**config.mk**
```make
export PLATFORM = sky130hd
export DESIGN_NAME = icache_miss_ctrl
export DESIGN_NICKNAME = d
export VERILOG_FILES = /design/src/rtl/icache_pkg.sv /design/src/rtl/icache_refill_timer.sv /design/src/rtl/icache_miss_ctrl.sv
export SDC_FILE = /design/constraint.sdc
export NUM_CORES = 1
export LEC_CHECK = 0
export BUFFER_PORTS_ARGS = -buffer_cell sky130_fd_sc_hd__buf_2
export CAP_MARGIN = 20
export CORE_MARGIN = 1.5
export CORE_UTILIZATION = 53
export DETAILED_ROUTE_END_ITERATION = 8
export PLACE_DENSITY_LB_ADDON = 0.2
export SLEW_MARGIN = 10
export SYNTH_ARGS = -nofsm -noshare
export SYNTH_HDL_FRONTEND = slang
export SYNTH_SLANG_ARGS = --single-unit
```
**constraint.sdc**
```tcl
create_clock -name clk -period 2.8 [get_ports clk]
set_clock_uncertainty 0.05 [all_clocks]
set_input_delay 0.56 -clock clk [delete_from_list [all_inputs] [get_ports clk]]
set_output_delay 0.56 -clock clk [all_outputs]
set_load 0.02 [all_outputs]
```
**src/rtl/icache_pkg.sv**
```systemverilog
// Shared definitions for the instruction-cache miss controller.
package icache_pkg;

    typedef enum logic [1:0] {
        ST_IDLE   = 2'd0,
        ST_REQ    = 2'd1,
        ST_FILL   = 2'd2,
        ST_COMMIT = 2'd3
    } miss_state_e;

    // Bits needed to hold 0..max_val, never less than one.
    function automatic int cnt_width(input int max_val);
        return (max_val < 1) ? 1 : $clog2(max_val + 1);
    endfunction

endpackage

```
**src/rtl/icache_refill_timer.sv**
```systemverilog
// Refill watchdog: down-counter loaded on clear, decremented while enabled,
// flags expiry on the enabled cycle that reaches terminal count.
module icache_refill_timer
    import icache_pkg::*;
#(
    parameter int TIMEOUT_CYCLES = 255
) (
    input  logic clk,
    input  logic srst,
    input  logic clear_i,
    input  logic enable_i,
    output logic expired_o
);

    localparam int            TW   = cnt_width(TIMEOUT_CYCLES);
    localparam logic [TW-1:0] LOAD = TW'(TIMEOUT_CYCLES);

    logic [TW-1:0] cnt_q, cnt_d;

    always_comb begin
        cnt_d = cnt_q;
        if (clear_i) begin
            cnt_d = LOAD;
        end else if (enable_i) begin
            cnt_d = cnt_q - TW'(1);
        end
    end

    always_ff @(posedge clk) begin
        if (srst) begin
            cnt_q <= LOAD;
        end else begin
            cnt_q <= cnt_d;
        end
    end

    // The TIMEOUT_CYCLES-th idle cycle is the one that expires.
    assign expired_o = enable_i & ~clear_i & (cnt_q == TW'(1));

endmodule

```
**src/rtl/icache_miss_ctrl.sv**
```systemverilog
// Instruction-cache miss controller: requests a line, writes beats critical-word
// first, commits the tag, and retries or reports on error/timeout.
//
// state     | meaning
// ----------+-----------------------------------------------
// ST_IDLE   | no miss outstanding, lookups accepted
// ST_REQ    | line request presented to memory
// ST_FILL   | receiving beats, refill timer running
// ST_COMMIT | all beats written, tag/valid update this cycle
module icache_miss_ctrl
    import icache_pkg::*;
#(
    parameter int ADDR_W         = 30,
    parameter int LINE_WORDS     = 4,
    parameter int TIMEOUT_CYCLES = 255,
    parameter int MAX_RETRY      = 2
) (
    input  logic                          clk,
    input  logic                          srst,
    input  logic                          i_halt,
    input  logic                          i_valid,
    input  logic                          i_cache_hit,
    input  logic [ADDR_W-1:0]             i_addr,
    output logic                          o_ready,
    output logic                          o_miss_state,
    output logic                          o_error,
    output logic                          o_mem_req_valid,
    input  logic                          i_mem_req_ready,
    output logic [ADDR_W-1:0]             o_mem_req_addr,
    input  logic                          i_mem_rsp_valid,
    input  logic                          i_mem_rsp_err,
    output logic                          o_mem_rsp_ready,
    output logic                          o_array_wr_en,
    output logic [$clog2(LINE_WORDS)-1:0] o_array_wr_idx,
    output logic                          o_send_missed_word,
    output logic                          o_tag_wr_en
);

    localparam int                 OFF_W     = $clog2(LINE_WORDS);
    localparam int                 RETRY_W   = cnt_width(MAX_RETRY);
    localparam logic [OFF_W-1:0]   LAST_BEAT = OFF_W'(LINE_WORDS - 1);
    localparam logic [RETRY_W-1:0] RETRY_LIM = RETRY_W'(MAX_RETRY);

    miss_state_e         state_q, state_d;
    logic [ADDR_W-1:0]   addr_q, addr_d;
    logic [OFF_W-1:0]    beat_q, beat_d;
    logic [RETRY_W-1:0]  retry_q, retry_d;

    logic run;
    logic req_fire;
    logic beat_acc, beat_err, beat_ok;
    logic timer_clr, timer_en, timer_exp;
    logic abort;

    assign run       = ~srst & ~i_halt;
    assign req_fire  = (state_q == ST_REQ) & i_mem_req_ready & run;
    assign beat_acc  = (state_q == ST_FILL) & run & i_mem_rsp_valid;
    assign beat_err  = beat_acc & i_mem_rsp_err;
    assign beat_ok   = beat_acc & ~i_mem_rsp_err;
    assign timer_clr = req_fire | beat_acc;
    assign timer_en  = (state_q == ST_FILL) & run & ~beat_acc;
    assign abort     = beat_err | timer_exp;

    icache_refill_timer #(
        .TIMEOUT_CYCLES(TIMEOUT_CYCLES)
    ) u_timer (
        .clk      (clk),
        .srst     (srst),
        .clear_i  (timer_clr),
        .enable_i (timer_en),
        .expired_o(timer_exp)
    );

    always_comb begin
        state_d     = state_q;
        addr_d      = addr_q;
        beat_d      = beat_q;
        retry_d     = retry_q;
        o_error     = 1'b0;
        o_tag_wr_en = 1'b0;
        unique case (state_q)
            ST_IDLE: begin
                if (run & i_valid & ~i_cache_hit) begin
                    addr_d  = i_addr;
                    state_d = ST_REQ;
                end
            end
            ST_REQ: begin
                if (req_fire) begin
                    beat_d  = '0;
                    state_d = ST_FILL;
                end
            end
            ST_FILL: begin
                // Abort wins over completing on the last beat.
                if (abort) begin
                    if (retry_q < RETRY_LIM) begin
                        retry_d = retry_q + RETRY_W'(1);
                        state_d = ST_REQ;
                    end else begin
                        o_error = 1'b1;
                        retry_d = '0;
                        state_d = ST_IDLE;
                    end
                end else if (beat_ok) begin
                    beat_d = beat_q + OFF_W'(1);
                    if (beat_q == LAST_BEAT) begin
                        state_d = ST_COMMIT;
                    end
                end
            end
            ST_COMMIT: begin
                if (run) begin
                    o_tag_wr_en = 1'b1;
                    retry_d     = '0;
                    state_d     = ST_IDLE;
                end
            end
            default: state_d = ST_IDLE;
        endcase
    end

    always_ff @(posedge clk) begin
        if (srst) begin
            state_q <= ST_IDLE;
            addr_q  <= '0;
            beat_q  <= '0;
            retry_q <= '0;
        end else if (!i_halt) begin
            state_q <= state_d;
            addr_q  <= addr_d;
            beat_q  <= beat_d;
            retry_q <= retry_d;
        end
    end

    // Level outputs are masked during reset so a cycle of srst looks idle.
    assign o_ready            = ~i_halt & (srst | (state_q == ST_IDLE));
    assign o_miss_state       = ~srst & (state_q != ST_IDLE);
    assign o_mem_req_valid    = ~srst & (state_q == ST_REQ);
    assign o_mem_req_addr     = o_mem_req_valid ? {addr_q[ADDR_W-1:OFF_W], {OFF_W{1'b0}}} : '0;
    assign o_mem_rsp_ready    = run & (state_q == ST_FILL);
    assign o_array_wr_en      = beat_ok;
    assign o_array_wr_idx     = srst ? '0 : (addr_q[OFF_W-1:0] + beat_q);
    assign o_send_missed_word = beat_ok & (beat_q == '0);

endmodule

```
==> summary.md, run 1 <==
| Metric | Value |
|---|---|
| DRC Markers | 0 |
| Netlist Area Pre-Place | 2190 sq um |
| CTS tree | built |
| Root Buffer | clkbuf_8 |
| Core Rows | 23 |
| Crit path depth | 5 |
| Die extent in x | 67.2 um |
| Cell taking the most area after synthesis | dfxtp_1 |
| Cell family contributing the most delay on the critical path | simple AND/OR/NAND/NOR gates |
| H-Tree Depth | 2 |
| Status | finished clean |
| Pint | 952 uW |
| Initial Util | 0.550 |
| Synth Area per Inst | 7.75 sq um |
| Largest net degree at the start of global routing | 42 |
| Critical Path RT | 2.19 ns |
| Register share of total power | 0.523 |
| Final hold slack | 0.401 ns |
| Slew @ Worst Pin | 0.566 ns |
| Post-Synthesis Cells | 282 |
| Reg2reg path depth | 5 |
| CP Class | flip-flop to primary output |
| Non-Filler Instances | 401 |
| Final instance area | 2670 sq um |
| Hold Crit Class | flip-flop to flip-flop |
| Initial DRC Count | 96 |
| Yosys top cell area share | 0.403 |
| Post-DP HPWL | 3250 um |
| Initial antenna violation count | 0 |
| Nets | 393 |
| Buffers on Ports | 75 |
| Final WL | 4610 um |
| Gr ovfl total | 0 |
| Commonest cells in the netlist | nand2_1 (74), dfxtp_1 (44), a21oi_1 (36) |
| Crit end category | primary output |
| Dpl cell area | 2560 sq um |
| Crit path DAT | 2.02 ns |
| Die ar. | 4520 sq um |
| Post-synth EDFFs | 0 |
| Leak pwr | 1.18 nW |
| Asr flop ratio synth | 0 |
| Crit path from | state_q[0] |
| Yosys cell types | 44 |
| Worst-path cell chain | nor4b_4 > nand2_4 > o22ai_1 > and3_1 > buf_2 |
| Layout cell share with drive strength beyond 1 | 0.274 |
| Fin. max-slew vios | 0 |
| Die Y | 67.2 um |
| Area Growth Syn to Fin | 22.0% |
| TritonRoute pass-1 iters | 4 |
| Synth Warn # | 0 |
| Reg2reg start | state_q[0] |
| CP bufs+invs | 1 |
| Inserted Clock Buffers | 5 |
| Worst-path fanout max | 14 |
| Final hold vios | 0 |
| Setup_tns | 0 ns |
| Logic gate share of total power | 0.102 |
| Vias in the first global route | 1605 |
| Postcts setup bufs | 0 |
| Total Routing Usage GR | 0.204 |
| Reg clk slew, reported paths | 0.08 ns |
| Count leader, synth | nand2_1 |
| Worst R2R End | u_timer.cnt_q[7] |
| # clock sinks | 44 |
| Max Fclk | 0.380 GHz |
| # resized after CTS | 0 |
| Final Cycle Share | 0.941 |
| Fillers | 354 |
| Max VDD drop | 0.310 mV |
| Via count | 1997 |
| RSZ-0062 raised after global routing | false |
| Clk pwr share | 0.376 |
| Worst Setup EP | o_error |
| CP max stage delay | 0.59 ns |
| Post-route minimum period | 2.63 ns |
| Top_reg_cell synth | dfxtp_1 |
| Sw Ratio | 0.234 |
| Inst Count DP | 393 |
| Per-cell routed wire length | 11.5 um |
| Pwr/cell area | 466 nW/um^2 |
| Sequential share of the synthesized area | 0.403 |
| Placer Congestion | 0.862 |
| Area contributors post-synth | dfxtp_1 (40%), nand2_1 (13%), and2_1 (8.3%) |
| Clk Latency, worst-skew pair | 0.29 ns |
| Core area | 3970 sq um |
| Total Power | 1.24 mW |
| Ant diodes | 0 |
| Synth Register Bits | 44 |
| Slowest-stage cell, CP | nor4b_4 |
| Clock Path Buffers | 2 |
| Num ports | 78 |
| Vias per inst | 4.98 |
| P_sw | 291 uW |
| Final ANT Viol Nets | 0 |
| Slew margin rel. | 0.623 |
| R2r setup slk | 0.82 ns |
| Count of max-cap constraint violations | 0 |
| Endpoints failing setup | 0 |
| Type of origin of the critical path | flip-flop |
| First-pass GRT wire length | 7060 um |
| Hold-fix buffers at CTS | 0 |
==> worst min-delay path by stage <==
stage,startpoint,to,slack [ns],cells after the start
2_1_floorplan,addr_q[10],addr_q[10],0.38,2
3_3_place_gp,addr_q[25],addr_q[25],0.39,2
3_5_place_dp,addr_q[25],addr_q[25],0.39,2
4_1_cts,addr_q[24],addr_q[24],0.40,2
5_1_grt,addr_q[8],addr_q[8],0.42,2
6_report,addr_q[25],addr_q[25],0.40,2
==> worst reg2reg max path, delay by kind of cell, from the launching register on <==
family | cells | cell delay (ns)
XOR/XNOR | 1 | 0.16
flip-flops | 1 | 0.47
AND/OR/NAND/NOR | 4 | 1.17
==> per-layer routing <==
metal / vias up / global-route usage / wire [um] / part of all wire
met1: 883 / 0.269 / 2180 / 0.47
met3: 4 / 0.0517 / 258 / 0.056
met5: - / 0 / 0 / 0
met2: 58 / 0.323 / 2130 / 0.46
li1: 1052 / - / - / -
met4: 0 / 0.0714 / 42 / 0.0091
==> cells by family after synthesis <==
family | count (synthesis) | share of synthesized area
buffers and inverters | 25 | 0.0567
muxes | 2 | 0.00973
DFF | 44 | 0.403
AOI/OAI and AO/OA | 52 | 0.137
other | 1 | 0.00172
adders and majority gates | 5 | 0.0286
xor gates and xnor gates | 9 | 0.0361
and+or+nand+nor | 144 | 0.327
==> metrics by stage <==
step	setup WS, ns	utilization
after floorplan	0.285	-
after global placement	0.290	0.644
after detailed placement	0.308	0.644
after CTS	0.207	0.671
after global routing	0.0690	0.671
final	0.167	0.671
==> power by group through the flow <==
stage	Sequential [mW]	Clock (mW)	Combinational [mW]
floorplan	0.659	0	0.0881
global route	0.651	0.504	0.141
CTS	0.649	0.476	0.127
detailed placement	0.664	0	0.126
finish	0.650	0.467	0.127
global placement	0.664	0	0.126
==> cell usage in the layout (no fill, tap or decap), drive strengths merged, types with 5 or more instances in the layout <==
master	instances
a21oi	36
and2	29
inv	6
nand3	5
clkbuf	6
nand2	75
buf	79
ha	5
dfxtp	44
xnor2	5
nor2	14
==> flip-flops by register name, indices dropped and copies added, names as in the netlist <==
signal	cells
retry_q	2
beat_q	2
addr_q	30
state_q	2
u_timer.cnt_q	8
==> final cells by class <==
class	count	area (sq um)	share of cell area
inverters	6	22.5	0.00845
clock buffers	6	72.6	0.0272
clock inverters	2	35.0	0.0131
well taps	50	62.6	0.0235
repair buffers	79	405	0.152
flip-flops and latches	44	881	0.330
multi-input cells	214	1190	0.445
Note: power is estimated with default switching activity, not from simulation.
==> inputs of run 2 (changes only) <==
--- a/config.mk
+++ b/config.mk
@@ -7,8 +7,10 @@
 export LEC_CHECK = 0
 export BUFFER_PORTS_ARGS = -buffer_cell sky130_fd_sc_hd__buf_2
 export CAP_MARGIN = 20
+export CELL_PAD_IN_SITES_DETAIL_PLACEMENT = 1
+export CELL_PAD_IN_SITES_GLOBAL_PLACEMENT = 1
 export CORE_MARGIN = 1.5
-export CORE_UTILIZATION = 53
+export CORE_UTILIZATION = 37
 export DETAILED_ROUTE_END_ITERATION = 8
 export PLACE_DENSITY_LB_ADDON = 0.2
 export SLEW_MARGIN = 10
==> run 2 against run 1 <==
Global-route usage is 2.1 points lower. Power is 0.50% higher. Worst hold slack better by 0.0011 ns. Core utilization is 19 points lower. First-iteration DRC count is 23% lower. Sequential share of layout area is 0.34 points lower. Final cell count is 5.5% higher. Critical path depth stayed put. Register-to-register slack hardly changed. Clock-buffer cell count stayed put. Routed wire length is 19% higher. Combinational power hardly changed. Critical endpoint unchanged.
==> summary.md, run 2 (same netlist as run 1, synthesis figures left out) <==
| Metric | Value |
|---|---|
| Inst Count DP | 415 (+5.6%) |
| Slew margin rel. | 0.616 (-0.00669) |
| Num ports | 78 (unchanged) |
| Leak pwr | 1.18 nW (about the same) |
| Die Y | 79.9 um (+19%) |
| Postcts setup bufs | 0 (unchanged) |
| Type of origin of the critical path | flip-flop |
| Max Fclk | 0.386 GHz (+1.5%) |
| Pint | 952 uW (about the same) |
| Core Rows | 27 (+17%) |
| Hold Crit Class | flip-flop to flip-flop |
| Logic gate share of total power | 0.103 (about the same) |
| Via count | 2039 (+2.1%) |
| Post-DP HPWL | 4110 um (+26%) |
| First-pass GRT wire length | 9220 um (+31%) |
| Final hold vios | 0 (unchanged) |
| Final WL | 5510 um (+19%) |
| RSZ-0062 raised after global routing | false |
| Non-Filler Instances | 423 (+5.5%) |
| Max reg flops | 30 (unchanged) |
| Buffers on Ports | 75 (unchanged) |
| Status | finished clean |
| # clock sinks | 44 (unchanged) |
| CP Class | flip-flop to primary output |
| Post-route minimum period | 2.59 ns (-0.0401 ns) |
| Nets | 393 (unchanged) |
| Placer Congestion | 0.780 (-9.5%) |
| Sw Ratio | 0.238 (+0.00393) |
| # resized after CTS | 0 (unchanged) |
| Count of max-cap constraint violations | 0 (unchanged) |
| Fillers | 746 (+110%) |
| CTS tree | built |
| Pwr/cell area | 464 nW/um^2 (-0.52%) |
| Clk Latency, worst-skew pair | 0.28 ns (about the same) |
| Register share of total power | 0.522 (about the same) |
| Endpoints failing setup | 0 (unchanged) |
| Commonest cells after routing, fill and taps aside | buf_2 (75), nand2_1 (74), dfxtp_1 (44) |
| Multi-input gate area | 1190 sq um (unchanged) |
| Final ANT Viol Nets | 0 (unchanged) |
| Layout cell share with drive strength beyond 1 | 0.274 (unchanged) |
| Fin. max-slew vios | 0 (unchanged) |
| Clock Path Buffers | 2 (unchanged) |
| Slew @ Worst Pin | 0.576 ns (+0.0100 ns) |
| Die extent in x | 79.9 um (+19%) |
| Total Routing Usage GR | 0.182 (-0.0215) |
| Root Buffer | clkbuf_8 |
| Die ar. | 6380 sq um (+41%) |
| TritonRoute pass-1 iters | 4 (unchanged) |
| H-Tree Depth | 2 (unchanged) |
| Most flop-heavy register | addr_q |
| Max VDD drop | 0.222 mV (-28%) |
| Placement Setup Slack | 0.348 ns (+0.0404 ns) |
| Initial antenna violation count | 0 (unchanged) |
| Commonest non-fill, non-tap cell in the layout | buf_2 |
| Register Area | 881 sq um (unchanged) |
| Inserted Clock Buffers | 5 (unchanged) |
| Crit path DAT | 1.98 ns (-0.04 ns) |
| Crit end category | primary output |
| Final Util | 0.480 (-0.191) |
| Ant diodes | 0 (unchanged) |
| Core area | 5610 sq um (+41%) |
| Top Registers | addr_q (30), u_timer.cnt_q (8) |
| Per-cell routed wire length | 13.0 um (+13%) |
| Setup_tns | 0 ns (unchanged) |
| Area Growth Syn to Fin | 23.2% |
| Critical Path RT | 2.19 ns (about the same) |
| Reg clk slew, reported paths | 0.08 ns (about the same) |
| Final Cycle Share | 0.926 (-0.0143) |
| Vias per inst | 4.82 (-3.2%) |
| Vias in the first global route | 2024 (+26%) |
| Clk pwr share | 0.376 (about the same) |
| Worst Slack Setup Final | 0.207 ns (+0.0401 ns) |
| DRC Markers | 0 (unchanged) |
| Initial Util | 0.390 (-0.161) |
| Worst-path fanout max | 13 (-1) |
| P_sw | 297 uW (+2.2%) |
| Initial DRC Count | 74 (-23%) |
| Gr ovfl total | 0 (unchanged) |
| Hold-fix buffers at CTS | 0 (unchanged) |
| Largest net degree at the start of global routing | 31 (-26%) |
==> run 2: cell counts in the layout (fill, tap and decap cells not counted) <==
Identical to the previous run, type by type.
==> run 2: final timing paths <==
kind,start,slack (ns),to,cells past startpoint
hold reg to reg,addr_q[26],0.40,addr_q[26],2
setup / recovery,state_q[1],0.21,o_error,5
hold / removal,addr_q[26],0.40,addr_q[26],2
setup reg to reg,state_q[1],0.81,retry_q[0],5
==> run 2: per-layer routing <==
layer / wire length [um] / GRT usage / vias to the layer above
li1: - / - / 1050
met1: 2500 / 0.224 / 931
met2: 2680 / 0.322 / 49
met3: 253 / 0.0309 / 9
met4: 74 / 0.0586 / 0
met5: 0 / 0 / -
==> run 2: critical path, cell delays in order, from the launching register on <==
cell     delay (ns)
dfxtp_1        0.58
nor4b_4        0.45
nand2_4        0.11
o22ai_1        0.17
and3_1         0.20
buf_2          0.17
==> run 2: area by class of cell <==
| type | count | share of cell area |
|---|---|---|
| Multi-Input combinational cell | 214 | 0.441 |
| Inverter | 6 | 0.00836 |
| Tap cell | 72 | 0.0334 |
| Sequential cell | 44 | 0.327 |
| Timing Repair Buffer | 79 | 0.150 |
| Clock inverter | 2 | 0.0130 |
| Clock buffer | 6 | 0.0269 |
==> run 2: metrics by stage <==
stage	total power, mW	cell area (sq um)	hold WS (ns)
after floorplan	0.747	2190	0.382
after global placement	0.795	2590	0.387
after detailed placement	0.796	2590	0.395
after CTS	1.27	2690	0.407
after global routing	1.32	2690	0.427
final	1.25	2690	0.402
==> run 2: power groups by stage <==
stage | logic [mW] | registers [mW] | clock network, mW
final | 0.128 | 0.652 | 0.470
after global routing | 0.143 | 0.654 | 0.523
after CTS | 0.130 | 0.652 | 0.491
after detailed placement | 0.130 | 0.666 | 0
after global placement | 0.129 | 0.666 | 0
after floorplan | 0.0881 | 0.659 | 0
==> inputs of run 3 (changes only) <==
--- a/config.mk
+++ b/config.mk
@@ -9,7 +9,7 @@
 export CAP_MARGIN = 20
 export CELL_PAD_IN_SITES_DETAIL_PLACEMENT = 1
 export CELL_PAD_IN_SITES_GLOBAL_PLACEMENT = 1
-export CORE_MARGIN = 1.5
+export CORE_MARGIN = 2
 export CORE_UTILIZATION = 37
 export DETAILED_ROUTE_END_ITERATION = 8
 export PLACE_DENSITY_LB_ADDON = 0.2
==> run 3 against run 2 <==
First-iteration DRC count decreased by 30%. Worst hold slack improved by 0.0016 ns. Clock-buffer cell count unchanged. Critical path type unchanged. Combinational power about the same. Largest power group unchanged. Non-clock buffer count unchanged.
==> summary.md, run 3 (same netlist as run 1, synthesis figures left out) <==
| Metric | Value |
|---|---|
| Total Power | 1.25 mW (+0.33%) |
| # clock sinks | 44 (unchanged) |
| Leak pwr | 1.18 nW (unchanged) |
| Endpoints failing setup | 0 (unchanged) |
| Max reg flops | 30 (unchanged) |
| Crit path DAT | 1.99 ns (about the same) |
| Gr ovfl total | 0 (unchanged) |
| Ant diodes | 0 (unchanged) |
| Per-cell routed wire length | 13.2 um (+1.5%) |
| Die Y | 80.9 um (+1.3%) |
| Area Growth Syn to Fin | 23.2% (unchanged) |
| Post-DP HPWL | 4150 um (+1.0%) |
| Die ar. | 6540 sq um (+2.5%) |
| Dpl cell area | 2590 sq um (unchanged) |
| Setup_tns | 0 ns (unchanged) |
| Total Routing Usage GR | 0.176 (-0.00674) |
| Pwr/cell area | 465 nW/um^2 (+0.33%) |
| Commonest cells after routing, fill and taps aside | buf_2 (75), nand2_1 (74), dfxtp_1 (44) |
| Worst Slack Setup Final | 0.199 ns (-0.00807 ns) |
| Reg clk slew, reported paths | 0.08 ns (about the same) |
| Via count | 2052 (+0.64%) |
| Type of origin of the critical path | flip-flop |
| CP Class | flip-flop to primary output |
| Core area | 5610 sq um (unchanged) |
| Final ANT Viol Nets | 0 (unchanged) |
| Clock Path Buffers | 2 (unchanged) |
| Fillers | 759 (+1.7%) |
| TritonRoute pass-1 iters | 4 (unchanged) |
| Inserted Clock Buffers | 5 (unchanged) |
| Register Area | 881 sq um (unchanged) |
| Final WL | 5590 um (+1.5%) |
| Top Registers | addr_q (30), u_timer.cnt_q (8) |
| CP bufs+invs | 1 (unchanged) |
| CTS tree | built |
| Commonest non-fill, non-tap cell in the layout | buf_2 |
| Num ports | 78 (unchanged) |
| # resized after CTS | 0 (unchanged) |
| Slew @ Worst Pin | 0.580 ns (+0.00349 ns) |
| Nets | 393 (unchanged) |
| Slowest-stage cell, CP | dfxtp_1 |
| Vias in the first global route | 1975 (-2.4%) |
| Worst-path fanout max | 13 (unchanged) |
| Slew margin rel. | 0.614 (-0.00232) |
| Initial DRC Count | 52 (-30%) |
| Core Rows | 27 (unchanged) |
| Post-route minimum period | 2.60 ns (+0.00807 ns) |
| Hold Crit Class | flip-flop to flip-flop |
| Initial Util | 0.390 (unchanged) |
| Most flop-heavy register | addr_q |
| Worst-path cell chain | nor4b_4 > nand2_4 > o22ai_1 > and3_1 > buf_2 |
| CP max stage delay | 0.58 ns (about the same) |
| Fin. max-slew vios | 0 (unchanged) |
| Max VDD drop | 0.363 mV (+64%) |
| DRC Markers | 0 (unchanged) |
| Crit end category | primary output |
| Final hold vios | 0 (unchanged) |
| Largest net degree at the start of global routing | 31 (unchanged) |
| Hold-fix buffers at CTS | 0 (unchanged) |
| Final instance area | 2690 sq um (unchanged) |
| Placement Setup Slack | 0.350 ns (+0.00184 ns) |
| Inst Count DP | 415 (unchanged) |
| Die extent in x | 80.9 um (+1.3%) |
| Count of max-cap constraint violations | 0 (unchanged) |
| Placer Congestion | 0.796 (+2.1%) |
| Status | finished clean |
| Final Cycle Share | 0.929 (+0.00288) |
| H-Tree Depth | 2 (unchanged) |
| Buffers on Ports | 75 (unchanged) |
| Layout cell share with drive strength beyond 1 | 0.274 (unchanged) |
| Non-Filler Instances | 423 (unchanged) |
| Clk Latency, worst-skew pair | 0.29 ns (about the same) |
| RSZ-0062 raised after global routing | false |
| Cell family contributing the most delay on the critical path | simple AND/OR/NAND/NOR gates |
| Multi-input gate area | 1190 sq um (unchanged) |
| Root Buffer | clkbuf_8 |
| Vias per inst | 4.85 (+0.64%) |
| First-pass GRT wire length | 9050 um (-1.8%) |
| Max Fclk | 0.384 GHz (-0.31%) |
| Initial antenna violation count | 0 (unchanged) |
| R2r setup slk | 0.81 ns (about the same) |
| Postcts setup bufs | 0 (unchanged) |
| Critical Path RT | 2.19 ns (about the same) |
run 3: tightest hold or removal path, stage by stage, from the launching register on:
cell	delay, ns
dfxtp_1	0.31
nand2_1	0.05
a21oi_1	0.05
run 3: final timing paths:
kind,start,cells past startpoint,to
setup / recovery,state_q[1],5,o_error
hold / removal,addr_q[27],2,addr_q[27]
setup reg to reg,state_q[1],5,retry_q[0]
hold reg to reg,addr_q[27],2,addr_q[27]
run 3: final cells by class:
cell class	instances	area share
well taps	72	0.0334
multi-input cells	214	0.441
clock inverters	2	0.0130
clock buffers	6	0.0269
inverters	6	0.00836
repair buffers	79	0.150
flip-flops and latches	44	0.327
run 3: layer usage:
| layer | share of wire | up-vias | wire length, um | GRT usage |
|---|---|---|---|---|
| met3 | 0.040 | 6 | 223 | 0.0300 |
| met2 | 0.50 | 43 | 2790 | 0.309 |
| met1 | 0.45 | 951 | 2510 | 0.221 |
| li1 | - | 1052 | - | - |
| met5 | 0 | - | 0 | 0 |
| met4 | 0.012 | 0 | 67 | 0.0458 |
run 3: through the flow:
stage,hold slack [ns],util
2_1_floorplan,0.382,-
3_3_place_gp,0.387,0.461
3_5_place_dp,0.393,0.461
4_1_cts,0.405,0.480
5_1_grt,0.429,0.480
6_report,0.403,0.480
run 3: power breakdown:
part / internal, mW / total [mW] / switching [mW]
clock network: 0.265 / 0.474 / 0.209
registers: 0.638 / 0.652 / 0.0143
logic: 0.0499 / 0.128 / 0.0782
